### config.mk
export PLATFORM = sky130hd
export DESIGN_NAME = ticket_ram_ctrl_flat
export DESIGN_NICKNAME = d
export VERILOG_FILES = /design/src/rtl/ticket_ram_ctrl_pkg.sv /design/src/rtl/ticket_ram_ctrl_if.sv /design/src/rtl/ticket_ram_ctrl.sv /design/src/flat_wrapper.sv
export SDC_FILE = /design/constraint.sdc
export NUM_CORES = 1
export LEC_CHECK = 0
export CAP_MARGIN = 5
export CORE_MARGIN = 4
export CORE_UTILIZATION = 41
export DETAILED_ROUTE_END_ITERATION = 7
export PLACE_DENSITY = 0.8
export SYNTH_ARGS = -nofsm -noshare
export SYNTH_HDL_FRONTEND = slang
export SYNTH_SLANG_ARGS = --single-unit
### constraint.sdc
create_clock -name clk -period 1.7 [get_ports clk]
set_input_delay 0.255 -clock clk [delete_from_list [all_inputs] [get_ports clk]]
set_output_delay 0.255 -clock clk [all_outputs]
set_load 0.02 [all_outputs]
### src/rtl/ticket_ram_ctrl_pkg.sv
// Shared constants for the ticket RAM controller: command/op/error codes and the ticket record layout.
package ticket_pkg;

  localparam int REC_W     = 65;
  localparam int PAYLOAD_W = 59;

  localparam logic [2:0] OP_IDLE     = 3'b000;
  localparam logic [2:0] OP_BUY      = 3'b001;
  localparam logic [2:0] OP_QUERY    = 3'b010;
  localparam logic [2:0] OP_CHANGE   = 3'b011;
  localparam logic [2:0] OP_DELETE   = 3'b100;
  localparam logic [2:0] OP_READ_IDX = 3'b101;
  localparam logic [2:0] OP_CLEAR    = 3'b111;

  localparam logic [2:0] CMD_NOP        = 3'b000;
  localparam logic [2:0] CMD_BUY        = 3'b001;
  localparam logic [2:0] CMD_QUERY_ID   = 3'b010;
  localparam logic [2:0] CMD_REFUND     = 3'b011;
  localparam logic [2:0] CMD_READ_INDEX = 3'b101;
  localparam logic [2:0] CMD_CLEAR      = 3'b111;

  localparam logic [1:0] ERR_OK      = 2'b00;
  localparam logic [1:0] ERR_RAM     = 2'b01;
  localparam logic [1:0] ERR_REFUND  = 2'b10;
  localparam logic [1:0] ERR_TIMEOUT = 2'b11;

  localparam int ID_HI      = 64;
  localparam int ID_LO      = 59;
  localparam int SESSION_HI = 53;
  localparam int SESSION_LO = 39;
  localparam int STATE_HI   = 18;
  localparam int STATE_LO   = 17;
  localparam int SEAT_HI    = 16;
  localparam int SEAT_LO    = 7;
  localparam int VIP_BIT    = 0;

  localparam logic [1:0] TKT_UNUSED   = 2'b00;
  localparam logic [1:0] TKT_USED     = 2'b01;
  localparam logic [1:0] TKT_REFUNDED = 2'b10;

  function automatic logic cmd_valid(input logic [2:0] cmd);
    return cmd inside {CMD_BUY, CMD_QUERY_ID, CMD_REFUND, CMD_READ_INDEX, CMD_CLEAR};
  endfunction

  // Write-back image for a refund: state forced to refunded, id field left to the RAM.
  function automatic logic [REC_W-1:0] refund_record(input logic [REC_W-1:0] rec);
    logic [REC_W-1:0] r;
    r = rec;
    r[ID_HI:ID_LO] = '0;
    r[STATE_HI:STATE_LO] = TKT_REFUNDED;
    return r;
  endfunction

endpackage

### src/rtl/ticket_ram_ctrl_if.sv
// RAM-side bus of the ticket controller; master = controller, slave = RAM.
interface ticket_ram_ctrl_if #(
  parameter int DATA_WIDTH = 65
);
  logic [2:0]            op_o;
  logic [5:0]            ram_id_o;
  logic [31:0]           ram_index_o;
  logic [DATA_WIDTH-1:0] ram_data_o;
  logic                  ram_over_i;
  logic                  ram_wrong_i;
  logic [5:0]            ram_id_i;
  logic [DATA_WIDTH-1:0] ram_data_i;

  modport master (
    output op_o, ram_id_o, ram_index_o, ram_data_o,
    input  ram_over_i, ram_wrong_i, ram_id_i, ram_data_i
  );

  modport slave (
    input  op_o, ram_id_o, ram_index_o, ram_data_o,
    output ram_over_i, ram_wrong_i, ram_id_i, ram_data_i
  );
endinterface

### src/rtl/ticket_ram_ctrl.sv
// Ticket command sequencer driving a handshaked ticket RAM (issue / release on ram_over_i).
// Optional per-operation watchdog enabled by defining TICKET_RAM_CTRL_TIMEOUT_EN.
module ticket_ram_ctrl
  import ticket_pkg::*;
#(
  parameter int TIMEOUT_CYCLES = 1024,
  parameter int DATA_WIDTH     = 65
) (
  input  logic                  clk,
  input  logic                  rst,
  input  logic                  req_i,
  input  logic [2:0]            cmd_i,
  input  logic [5:0]            tkt_id_i,
  input  logic [31:0]           tkt_index_i,
  input  logic [DATA_WIDTH-1:0] tkt_data_i,
  output logic                  busy_o,
  output logic                  done_o,
  output logic [1:0]            err_o,
  output logic [5:0]            result_id_o,
  output logic [DATA_WIDTH-1:0] result_data_o,
  ticket_ram_ctrl_if.master     ram
);

  localparam logic [2:0] ST_IDLE    = 3'd0;
  localparam logic [2:0] ST_ISSUE   = 3'd1;
  localparam logic [2:0] ST_RELEASE = 3'd2;
  localparam logic [2:0] ST_CHECK   = 3'd3;
  localparam logic [2:0] ST_DONE    = 3'd4;

  logic [2:0]            state_reg;
  logic [2:0]            cmd_reg;
  logic [2:0]            op_reg;
  logic [5:0]            ram_id_reg;
  logic [31:0]           ram_index_reg;
  logic [DATA_WIDTH-1:0] ram_data_reg;
  logic [1:0]            err_reg;
  logic [5:0]            result_id_reg;
  logic [DATA_WIDTH-1:0] result_data_reg;
  logic                  refund_pend_reg;
  logic                  tmo_hit;
  logic                  unused_bits;

  assign unused_bits = ^tkt_data_i[DATA_WIDTH-1:PAYLOAD_W];

`ifdef TICKET_RAM_CTRL_TIMEOUT_EN
  localparam int CNT_W = $clog2(TIMEOUT_CYCLES + 1);
  logic [CNT_W-1:0] tmo_cnt_reg;

  // Counts every cycle spent waiting on the RAM, issue and release alike.
  always_ff @(posedge clk) begin
    if (rst || !(state_reg == ST_ISSUE || state_reg == ST_RELEASE)) begin
      tmo_cnt_reg <= '0;
    end else begin
      tmo_cnt_reg <= tmo_cnt_reg + 1'b1;
    end
  end

  assign tmo_hit = (tmo_cnt_reg == CNT_W'(TIMEOUT_CYCLES - 1));
`else
  logic unused_cfg;
  assign unused_cfg = (TIMEOUT_CYCLES == 0);
  assign tmo_hit    = 1'b0;
`endif

  always_ff @(posedge clk) begin
    if (rst) begin
      state_reg       <= ST_IDLE;
      cmd_reg         <= CMD_NOP;
      op_reg          <= OP_IDLE;
      ram_id_reg      <= '0;
      ram_index_reg   <= '0;
      ram_data_reg    <= '0;
      err_reg         <= ERR_OK;
      result_id_reg   <= '0;
      result_data_reg <= '0;
      refund_pend_reg <= 1'b0;
    end else begin
      case (state_reg)
        ST_IDLE: begin
          if (req_i && cmd_valid(cmd_i)) begin
            cmd_reg         <= cmd_i;
            op_reg          <= (cmd_i == CMD_REFUND) ? OP_QUERY : cmd_i;
            ram_id_reg      <= tkt_id_i;
            ram_index_reg   <= tkt_index_i;
            ram_data_reg    <= (cmd_i == CMD_BUY) ?
                               {{(DATA_WIDTH-PAYLOAD_W){1'b0}}, tkt_data_i[PAYLOAD_W-1:0]} : '0;
            err_reg         <= ERR_OK;
            result_id_reg   <= '0;
            result_data_reg <= '0;
            refund_pend_reg <= (cmd_i == CMD_REFUND);
            state_reg       <= ST_ISSUE;
          end
        end
        ST_ISSUE: begin
          if (ram.ram_over_i) begin
            if (cmd_reg == CMD_BUY || cmd_reg == CMD_READ_INDEX) begin
              result_id_reg <= ram.ram_id_i;
            end
            if (op_reg == OP_QUERY || op_reg == OP_READ_IDX) begin
              result_data_reg <= ram.ram_data_i;
            end
            // Clear completes regardless of the wrong flag.
            if (cmd_reg != CMD_CLEAR && ram.ram_wrong_i) begin
              err_reg         <= ERR_RAM;
              refund_pend_reg <= 1'b0;
            end
            state_reg <= ST_RELEASE;
          end else if (tmo_hit) begin
            err_reg   <= ERR_TIMEOUT;
            state_reg <= ST_DONE;
          end
        end
        ST_RELEASE: begin
          if (!ram.ram_over_i) begin
            state_reg <= refund_pend_reg ? ST_CHECK : ST_DONE;
          end else if (tmo_hit) begin
            err_reg   <= ERR_TIMEOUT;
            state_reg <= ST_DONE;
          end
        end
        ST_CHECK: begin
          refund_pend_reg <= 1'b0;
          if (result_data_reg[STATE_HI:STATE_LO] != TKT_UNUSED) begin
            err_reg   <= ERR_REFUND;
            state_reg <= ST_DONE;
          end else begin
            op_reg       <= OP_CHANGE;
            ram_data_reg <= refund_record(result_data_reg);
            state_reg    <= ST_ISSUE;
          end
        end
        ST_DONE: begin
          state_reg <= ST_IDLE;
        end
        default: begin
          state_reg <= ST_IDLE;
        end
      endcase
    end
  end

  assign busy_o        = (state_reg == ST_ISSUE) || (state_reg == ST_RELEASE) ||
                         (state_reg == ST_CHECK);
  assign done_o        = (state_reg == ST_DONE);
  assign err_o         = err_reg;
  assign result_id_o   = result_id_reg;
  assign result_data_o = result_data_reg;

  assign ram.op_o        = (state_reg == ST_ISSUE) ? op_reg : OP_IDLE;
  assign ram.ram_id_o    = ram_id_reg;
  assign ram.ram_index_o = ram_index_reg;
  assign ram.ram_data_o  = ram_data_reg;

endmodule

### src/flat_wrapper.sv
// flat-port wrapper written by rule: the top's interface ports become plain ports
module ticket_ram_ctrl_flat import ticket_pkg::*;
#(
  parameter int TIMEOUT_CYCLES = 1024,
  parameter int DATA_WIDTH     = 65
)
  (clk, rst, req_i, cmd_i, tkt_id_i, tkt_index_i, tkt_data_i, busy_o, done_o, err_o, result_id_o, result_data_o, ram_op_o, ram_ram_id_o, ram_ram_index_o, ram_ram_data_o, ram_ram_over_i, ram_ram_wrong_i, ram_ram_id_i, ram_ram_data_i);
  ticket_ram_ctrl_if #(.DATA_WIDTH(DATA_WIDTH)) ram_i ();
  input  logic clk;
  input  logic rst;
  input  logic req_i;
  input  logic [2:0] cmd_i;
  input  logic [5:0] tkt_id_i;
  input  logic [31:0] tkt_index_i;
  input  logic [DATA_WIDTH-1:0] tkt_data_i;
  output logic busy_o;
  output logic done_o;
  output logic [1:0] err_o;
  output logic [5:0] result_id_o;
  output logic [DATA_WIDTH-1:0] result_data_o;
  output wire logic [$bits(ram_i.op_o)-1:0] ram_op_o;
  output wire logic [$bits(ram_i.ram_id_o)-1:0] ram_ram_id_o;
  output wire logic [$bits(ram_i.ram_index_o)-1:0] ram_ram_index_o;
  output wire logic [$bits(ram_i.ram_data_o)-1:0] ram_ram_data_o;
  input wire logic [$bits(ram_i.ram_over_i)-1:0] ram_ram_over_i;
  input wire logic [$bits(ram_i.ram_wrong_i)-1:0] ram_ram_wrong_i;
  input wire logic [$bits(ram_i.ram_id_i)-1:0] ram_ram_id_i;
  input wire logic [$bits(ram_i.ram_data_i)-1:0] ram_ram_data_i;
  assign ram_op_o = ram_i.op_o;
  assign ram_ram_id_o = ram_i.ram_id_o;
  assign ram_ram_index_o = ram_i.ram_index_o;
  assign ram_ram_data_o = ram_i.ram_data_o;
  assign ram_i.ram_over_i = ram_ram_over_i;
  assign ram_i.ram_wrong_i = ram_ram_wrong_i;
  assign ram_i.ram_id_i = ram_ram_id_i;
  assign ram_i.ram_data_i = ram_ram_data_i;
  ticket_ram_ctrl #(.TIMEOUT_CYCLES(TIMEOUT_CYCLES), .DATA_WIDTH(DATA_WIDTH)) u_core (.clk(clk), .rst(rst), .req_i(req_i), .cmd_i(cmd_i), .tkt_id_i(tkt_id_i), .tkt_index_i(tkt_index_i), .tkt_data_i(tkt_data_i), .busy_o(busy_o), .done_o(done_o), .err_o(err_o), .result_id_o(result_id_o), .result_data_o(result_data_o), .ram(ram_i));
endmodule
==> impl_results.md, run 1 <==
* Async SR Flop Fraction at 0%
* TritonCTS clock tree: yes
* CTS root buf: clkbuf_16
* Post-synth EDFFs at 0
* Clk_skew at 0.00977 ns
* Slew at the pin closest to its max-slew limit at 0.513 ns
* Drt drc at 0
* GRT overflow at 0
* Clock sinks at 180
* Antenna cell count at 0
* Area grow syn2layout at 61.8%
* RSZ-0062 raised after global routing: true
* PwrDens at 889 nW/um2
* Width of the die at 145 um
* Fin crit share at 98.0%
* Crit Path Max Fanout at 26
* Warnings from Yosys at 0
* First-pass DRT Iterations at 5
* Dominant cell type by area after synthesis: dfxtp_1
* Clk_lat worst skew at 0.42 ns
* Antenna-violating nets left at 0
* Max FFs per register at 65
* HPWL after DPL at 19.4 mm
* Yosys cell types at 44
* Layout cells sized above 1 at 9.69%
* Initial core utilization at 42.3%
* TritonCTS buffer count at 17
* Logic pwr share at 21.0%
* #FFs+latches synth at 180
* Slew Viols, Final at 0
* Core area at 18300 um2
* Hold depth at 3
* Final setup fails at 0
* Initial DRC count at 401
* Core Rows at 49
* Max Freq at 600 MHz
* Relative slew margins at 65.8%
* NetSw at 0.00294 W
* Port bufs at 350
* Total power at 0.0111 W
* Post-Synthesis Cells at 848
* Status: completed
* Count of final hold-check violations at 0
* Max cap viols at 0
* GRT Util Overall at 24.2%
* Critical Path End Type: register
* Die height at 145 um
* First-pass GRT wire length at 41.4 mm
* Vias per Instance at 5.36
* Sequential area share after synthesis at 46.7%
* P_int at 0.00816 W
* Largest net degree at the start of global routing at 104
* Critical Path Start Type: register
* Sequential fraction of design power at 41.4%
* CP required at 2.05 ns
* H-tree depth at 4
* Setup WS pre-CTS at -0.268 ns
* Top post-synthesis cells by area: dfxtp_1 47%, mux2i_1 9.2%, nand2_1 7.5%
* Initial antenna violation count at 2
* Slowest cell delay on critical path at 0.34 ns
* Tmin final at 1.67 ns
* Layout net count at 1379
* Post-layout worst setup margin at 0.0336 ns
* WL final at 27.7 mm
* Gp weighted congestion at 0.853
* Wire per inst at 19.3 um
* Top_reg_cell synth: dfxtp_1
* Maximum VDD drop at 0.639 mV
* LEAKAGE at 5.11 nW
* Clock buffer depth at 2
* Top Ports at 363
* Clk pwr share at 37.7%
* Slowest-stage cell, CP: dfxtp_2
* Hold-fix buffers, CTS at 0
* Critical Path AT at 2.01 ns
* Hold Path Class: primary input to register
* Average cell area after synthesis at 9.10 um2
* Reg clk slew, reported paths at 0.07 ns
* Share of the synthesized area in the top cell type at 46.7%
* Vias in the first global route at 7433
* Crit Path Class: register to register
* Setup TNS at 0 ns
* Vias at 7704
* Mapped cell area at 7720 um2
* Die area at 21100 um2
* Finished Core Util at 68.4%
* Critical Path, Cell by Cell: buf_4 > nor3_4 > o211a_4 > a41o_4 > buf_12 > mux2i_1
* Net Sw Frac at 26.5%
* R2R cell count at 6
## cell type report
| type | count | area (um2) |
|---|---|---|
| sequential | 180 | 3610 |
| clock buffer | 19 | 443 |
| clock inverter | 11 | 175 |
| multi-input combinational | 584 | 3630 |
| timing repair buffer | 412 | 4340 |
| inverter | 2 | 7.51 |
| fill | 1437 | 5780 |
| tap | 229 | 287 |
## synthesized netlist by cell type, drive strengths merged, types with 2 or more instances
library cell,n
a211oi,58
a21oi,47
a22oi,57
a311oi,2
a31oi,3
and3,5
buf,61
clkbuf,26
dfxtp,180
inv,2
mux2i,71
nand2,155
nand2b,74
nand3,5
nor2,10
nor2b,2
nor3,65
o211ai,4
o21ai,7
## metal layers
layer	track usage, %	up-vias	share of wire, %
met3	8.36	77	8.9
met4	10.4	4	3.7
met2	40.8	391	48
met1	28.0	3575	39
li1	-	3657	-
met5	0	-	0.12
## cells in the final DEF (no fill, tap or decap), drive strengths merged, types with 5 or more instances in the layout
cell type and n:
a211oi 58, a21oi 47, a22oi 57, and3 5
buf 63, clkbuf 24, clkdlybuf4s50 284, conb 6
dfxtp 180, dlygate4sd2 25, dlymetal6s2s 35, inv 6
mux2i 71, nand2 155, nand2b 74, nand3 5
nor2 10, nor3 65, o21ai 7
## per-stage QoR
step | std cells | instance area (um2) | hold slack (ns)
detailed placement | 1400 | 11600 | 0.446
floorplan | 853 | 7740 | 0.391
global placement | 1400 | 11600 | 0.441
global route | 1437 | 12500 | 0.378
CTS | 1430 | 12200 | 0.363
finish | 1437 | 12500 | 0.375
## worst max-delay path: cells and delay by family (launching register included)
family,cells,cell delay [ns]
mux,1,0.21
buf+inv,2,0.36
compound gates,2,0.43
simple gates,1,0.23
flops,1,0.34
## kinds of logic after synthesis
| group | count (synthesis) | synth area share (%) |
|---|---|---|
| buffers and inverters | 89 | 6.97 |
| AND/OR/NAND/NOR | 322 | 20.4 |
| multiplexers | 71 | 9.21 |
| flip-flops | 180 | 46.7 |
| other | 1 | 0.0486 |
| AO/OA/AOI/OAI | 185 | 16.7 |
## power groups by stage
stage,clock [W],combinational [W],sequential [W]
2_1_floorplan,0,0.000874,0.00494
3_3_place_gp,0,0.00226,0.00468
3_5_place_dp,0,0.00229,0.00469
4_1_cts,0.00426,0.00228,0.00460
5_1_grt,0.00442,0.00247,0.00462
6_report,0.00418,0.00233,0.00460
## final timing paths
path | from | slack [ns] | end
max | u_core.state_reg[2] | 0.03 | u_core.result_data_o[5]
min | rst | 0.37 | u_core.ram.ram_data_o[31]
max reg2reg | u_core.state_reg[2] | 0.03 | u_core.result_data_o[5]
min reg2reg | u_core.ram.ram_index_o[15] | 0.45 | u_core.ram.ram_index_o[15]
## repair_timing
| action | in CTS | in global routing |
|---|---|---|
| pin swaps | 0 | 12 |
| gates resized for setup | 47 | 54 |
| gates cloned | 0 | 5 |
| setup endpoints to repair | 61 | 85 |
| buffers inserted | 0 | 2 |
Power figures use the tool's default switching activity.
==> run 2, diff against run 1 <==
- CORE_ASPECT_RATIO: not set -> 0.8
- TNS_END_PERCENT: not set -> 30
==> impl_results.md, run 2 (synthesized netlist as in run 1, its figures left out) <==
* PwrDens at 888 nW/um2
* Slowest-stage cell, CP: dfxtp_4
* Count of final hold-check violations at 0
* Hold-fix buffers, CTS at 0
* Final hold slack at 0.372 ns
* Slowest cell delay on critical path at 0.40 ns
* TritonCTS clock tree: yes
* Hold Path Class: primary input to register
* Worst R2R Start: u_core.state_reg[2]
* Critical Path End Type: primary output
* Commonest non-fill, non-tap cells in the layout: 265 x clkdlybuf4s50_1, 177 x dfxtp_1, 154 x nand2_1
* R2R Path End: u_core.ram.ram_data_o[56]
* LEAKAGE at 5.38 nW
* Filler cells at 1450
* Core Rows at 44
* Top Ports at 363
* GRT Util Overall at 24.0%
* Vias in the first global route at 7194
* Clock sinks at 180
* Reg clk slew, reported paths at 0.08 ns
* Final setup fails at 0
* H-tree depth at 4
* Largest net degree at the start of global routing at 76
* CP top delay family: flip-flops
* Register area at 3610 um2
* Core area at 18300 um2
* Crit Path Max Fanout at 6
* Initial core utilization at 42.1%
* Max cap viols at 0
* Status: completed
* Critical Path AT at 1.41 ns
* Total power at 0.0112 W
* Wire per inst at 18.7 um
* Drt drc at 0
* Clock buffer depth at 2
* Hold Path Origin: ram_ram_data_i[26]
* Fin crit share at 98.2%
* GRT overflow at 0
* Hold worst-path end: u_core.result_data_o[26]
* Critical Path Start Type: register
* CP most frequent cell: nor2_1
* Initial DRC count at 488
* Area grow syn2layout at 63.1%
* Width of the die at 161 um
* Buf/Inv on CP at 1
* Slew Viols, Final at 0
* Die area at 21100 um2
* First-pass GRT wire length at 40.3 mm
* TritonCTS buffer count at 17
* Critical Path, Cell by Cell: nor2_1 > nor2_1 > clkdlybuf4s15_2
* Clk_lat worst skew at 0.43 ns
* Initial antenna violation count at 1
* Antenna-violating nets left at 0
* Multi-input logic area at 3660 um2
* Tmin final at 1.67 ns
* First-pass DRT Iterations at 5
* Layout net count at 1374
* WL final at 27.3 mm
* Crit Path Class: register to primary output
* Die height at 131 um
* CP required at 1.44 ns
* Hold depth at 3
* Max Freq at 599 MHz
* Port bufs at 350
* Commonest non-fill, non-tap cell in the layout: clkdlybuf4s50_1
* R2r setup slk at 0.08 ns
* Clk_skew at 0.0138 ns
* CTS root buf: clkbuf_16
* HPWL after DPL at 18.7 mm
* R2R cell count at 6
* Layout cells sized above 1 at 9.97%
* Maximum VDD drop at 0.618 mV
* Gp weighted congestion at 0.828
* Vias per Instance at 5.19
* Vias at 7573
* Max FFs per register at 65
==> run 2: cell types whose count changed in the layout (fill, tap and decap cells not counted), sizes merged <==
cell,before,now
clkinvlp,2,1
clkbuf,24,23
inv,6,8
clkdlybuf4s50,284,265
diode,0,1
clkdlybuf4s15,0,4
buf,63,55
dlygate4sd2,25,27
dlymetal6s2s,35,52
==> run 2: metal layers <==
metal	GRT usage, %	wire [um]	vias up
met5	0	0	-
met4	7.62	634	0
met2	38.9	12900	287
li1	-	-	3659
met1	29.5	11300	3584
met3	9.72	2470	43
==> run 2: power breakdown <==
group          total [W]  switching (W)  internal, W
Clock            0.00428        0.00175      0.00253
Sequential       0.00459       0.000141      0.00445
Combinational    0.00231        0.00111      0.00119
Total             0.0112        0.00301      0.00817
==> run 2: through the flow <==
| step | setup WS, ns | setup TNS (ns) | utilization, % | area [um2] | instances |
|---|---|---|---|---|---|
| 6_report | 0.0311 | 0 | 68.7 | 12600 | 1458 |
| 3_5_place_dp | -0.293 | -32.73 | 63.4 | 11600 | 1416 |
| 2_1_floorplan | 0.166 | 0 | - | 7740 | 853 |
| 4_1_cts | 0.00116 | 0 | 66.7 | 12200 | 1447 |
| 3_3_place_gp | -0.269 | -35.51 | 63.4 | 11600 | 1416 |
| 5_1_grt | -0.00650 | -0.0108 | 68.7 | 12600 | 1458 |
==> run 2: worst max path at each step <==
stage               depth (start not counted)                startpoint  slack (ns)                        end
finish                                      3       u_core.state_reg[1]        0.03                     busy_o
global route                                7       u_core.state_reg[2]      -0.007  u_core.ram.ram_data_o[45]
CTS                                         1  u_core.result_data_o[11]       0.001          result_data_o[11]
detailed placement                          7                  cmd_i[2]       -0.29   u_core.ram.ram_data_o[0]
global placement                            7                  cmd_i[2]       -0.27  u_core.ram.ram_data_o[26]
floorplan                                   7       u_core.state_reg[2]        0.17  u_core.ram.ram_data_o[54]
==> run 2: timing repair <==
| item | in CTS | in global routing |
|---|---|---|
| gates cloned | 0 | 4 |
| endpoints found under the setup margin | 82 | 112 |
| setup buffers | 0 | 6 |
| pin swaps | 0 | 7 |
| gates resized for setup | 47 | 72 |
==> run 2: layout make-up <==
cell class | count | share of cell area [%]
antenna | 1 | 0.0199
clock inverter | 12 | 1.52
inverter | 2 | 0.0596
tap | 253 | 2.51
timing repair buffer | 407 | 34.6
sequential | 180 | 28.7
clock buffer | 19 | 3.52
multi-input combinational | 584 | 29.1
==> run 2: worst min-delay path: cells and delay by family <==
kind	cells	cell delay [ns]
multiplexers	1	0.06
buffers and inverters	1	0.39
AND/OR/NAND/NOR	1	0.05
==> run 3, diff against run 2 <==
- SETUP_SLACK_MARGIN: not set -> 0.3
- SLEW_MARGIN: not set -> 20
==> impl_results.md, run 3 (synthesized netlist as in run 1, its figures left out) <==
* Max Freq at 579 MHz
* TritonCTS clock tree: yes
* Critical Path, Cell by Cell: nor3_4 > o211a_4 > a41o_4 > buf_6 > buf_12 > buf_16 > mux2i_1
* Antenna cell count at 0
* Clock buffer depth at 2
* Hold Path Class: primary input to register
* WL final at 35.2 mm
* Layout net count at 1453
* Die height at 131 um
* Finished Core Util at 80.6%
* Failing checks: negative setup slack
* Top Ports at 363
* TritonCTS buffer count at 17
* Initial DRC count at 716
* Largest net degree at the start of global routing at 99
* Tmin final at 1.73 ns
* Max cap viols at 0
* Initial core utilization at 42.1%
* PwrDens at 795 nW/um2
* Slowest-stage cell, CP: dfxtp_4
* Reg clk slew, reported paths at 0.07 ns
* H-tree depth at 4
* Fin crit share at 102%
* Filler cells at 1103
* First-pass DRT Iterations at 7
* Crit Path Max Fanout at 8
* Count of final hold-check violations at 0
* Layout cells sized above 1 at 28.5%
* GRT Util Overall at 30.1%
* Width of the die at 161 um
* Core area at 18300 um2
* Status: finished, violations left
* Antenna-violating nets left at 0
* Die area at 21100 um2
* Port bufs at 350
* Hold-fix buffers, CTS at 0
* Critical Path AT at 2.07 ns
* Gp weighted congestion at 0.810
* HPWL after DPL at 18.2 mm
* Initial antenna violation count at 0
* GRT overflow at 0
* Critical Path Start Type: register
* Wire per inst at 22.9 um
* Clk_lat worst skew at 0.43 ns
* Setup TNS at -0.0495 ns
* Vias at 8500
* Commonest non-fill, non-tap cells in the layout: 173 x clkdlybuf4s50_1, 171 x dfxtp_1, 130 x nand2_1
* Critical Path End Type: register
* RSZ-0062 raised after global routing: true
* CP required at 2.04 ns
* Slew Viols, Final at 0
* Max FFs per register at 65
* Vias in the first global route at 8205
* Commonest non-fill, non-tap cell in the layout: clkdlybuf4s50_1
* LEAKAGE at 7.18 nW
* Clock sinks at 180
* Area grow syn2layout at 91.4%
* Maximum VDD drop at 0.564 mV
* Core Rows at 44
* Drt drc at 0
* Post-layout worst setup margin at -0.0257 ns
* Crit Path Class: register to register
* First-pass GRT wire length at 48.6 mm
* Dpl cell area at 11600 um2
* Final setup fails at 2
* Vias per Instance at 5.53
* Clk_skew at 0.0147 ns
* CTS root buf: clkbuf_16
* Final Cell Area at 14800 um2
* Slowest cell delay on critical path at 0.38 ns
[run 3: cell types whose count changed in the layout (fill, tap and decap cells not counted), sizes merged, moves of 17 or more]
cell / delta
dlymetal6s2s: +58
clkbuf: +38
clkdlybuf4s50: -92
clkdlybuf4s15: +17
dlygate4sd2: -26
buf: +81
[run 3: worst paths after layout]
check	slack, ns	endpoint	start	cells after the start
setup / recovery	-0.03	u_core.result_data_o[39]	u_core.state_reg[1]	7
setup reg to reg	-0.03	u_core.result_data_o[39]	u_core.state_reg[1]	7
hold / removal	0.37	u_core.result_data_o[17]	ram_ram_data_i[17]	3
hold reg to reg	0.45	u_core.ram.ram_index_o[30]	u_core.ram.ram_index_o[30]	2
[run 3: power breakdown]
part           internal [W]  leakage (nW)  switching (W)  total [W]
clock network       0.00224         0.287        0.00179    0.00403
logic               0.00166          5.42        0.00143    0.00309
registers           0.00445          1.47       0.000170    0.00462
total               0.00835          7.18        0.00340     0.0117
[run 3: routing by layer]
layer	vias up	global-route usage, %	part of all wire, %
li1	3842	-	-
met1	4081	37.5	40
met2	489	48.6	46
met3	88	10.9	11
met4	0	10.6	3.2
met5	-	0	0
[run 3: area by class of cell]
class                      instances  area [um2]  area share [%]
clock buffer                      20         447            3.02
tap                              253         317            2.14
sequential                       180        3630            24.5
timing repair buffer             486        5950            40.3
inverter                           2        7.51          0.0508
clock inverter                    12         145           0.982
multi-input combinational        584        4280            29.0
[run 3: worst max-delay path, delay by kind of cell (launching register included)]
kind	cells	cell delay [ns]
AND/OR/NAND/NOR	1	0.22
multiplexers	1	0.25
flip-flops	1	0.38
buffers and inverters	3	0.39
AO/OA/AOI/OAI	2	0.39
[run 3: stage by stage]
stage	hold WS [ns]	instances	power [W]	setup slack (ns)
global placement	0.441	1412	0.00694	-0.245
detailed placement	0.446	1412	0.00697	-0.329
finish	0.368	1537	0.0117	-0.0257
floorplan	0.391	853	0.00583	0.208
CTS	0.355	1520	0.0115	0.0249
global route	0.361	1537	0.0121	-0.0976
[run 3: repair_timing]
item	4_1_cts	5_1_grt
hold endpoints to repair	0	0
cloned	33	7
pin swaps	23	85
setup buffers	43	10
setup endpoints to repair	352	341
gates resized for setup	243	290
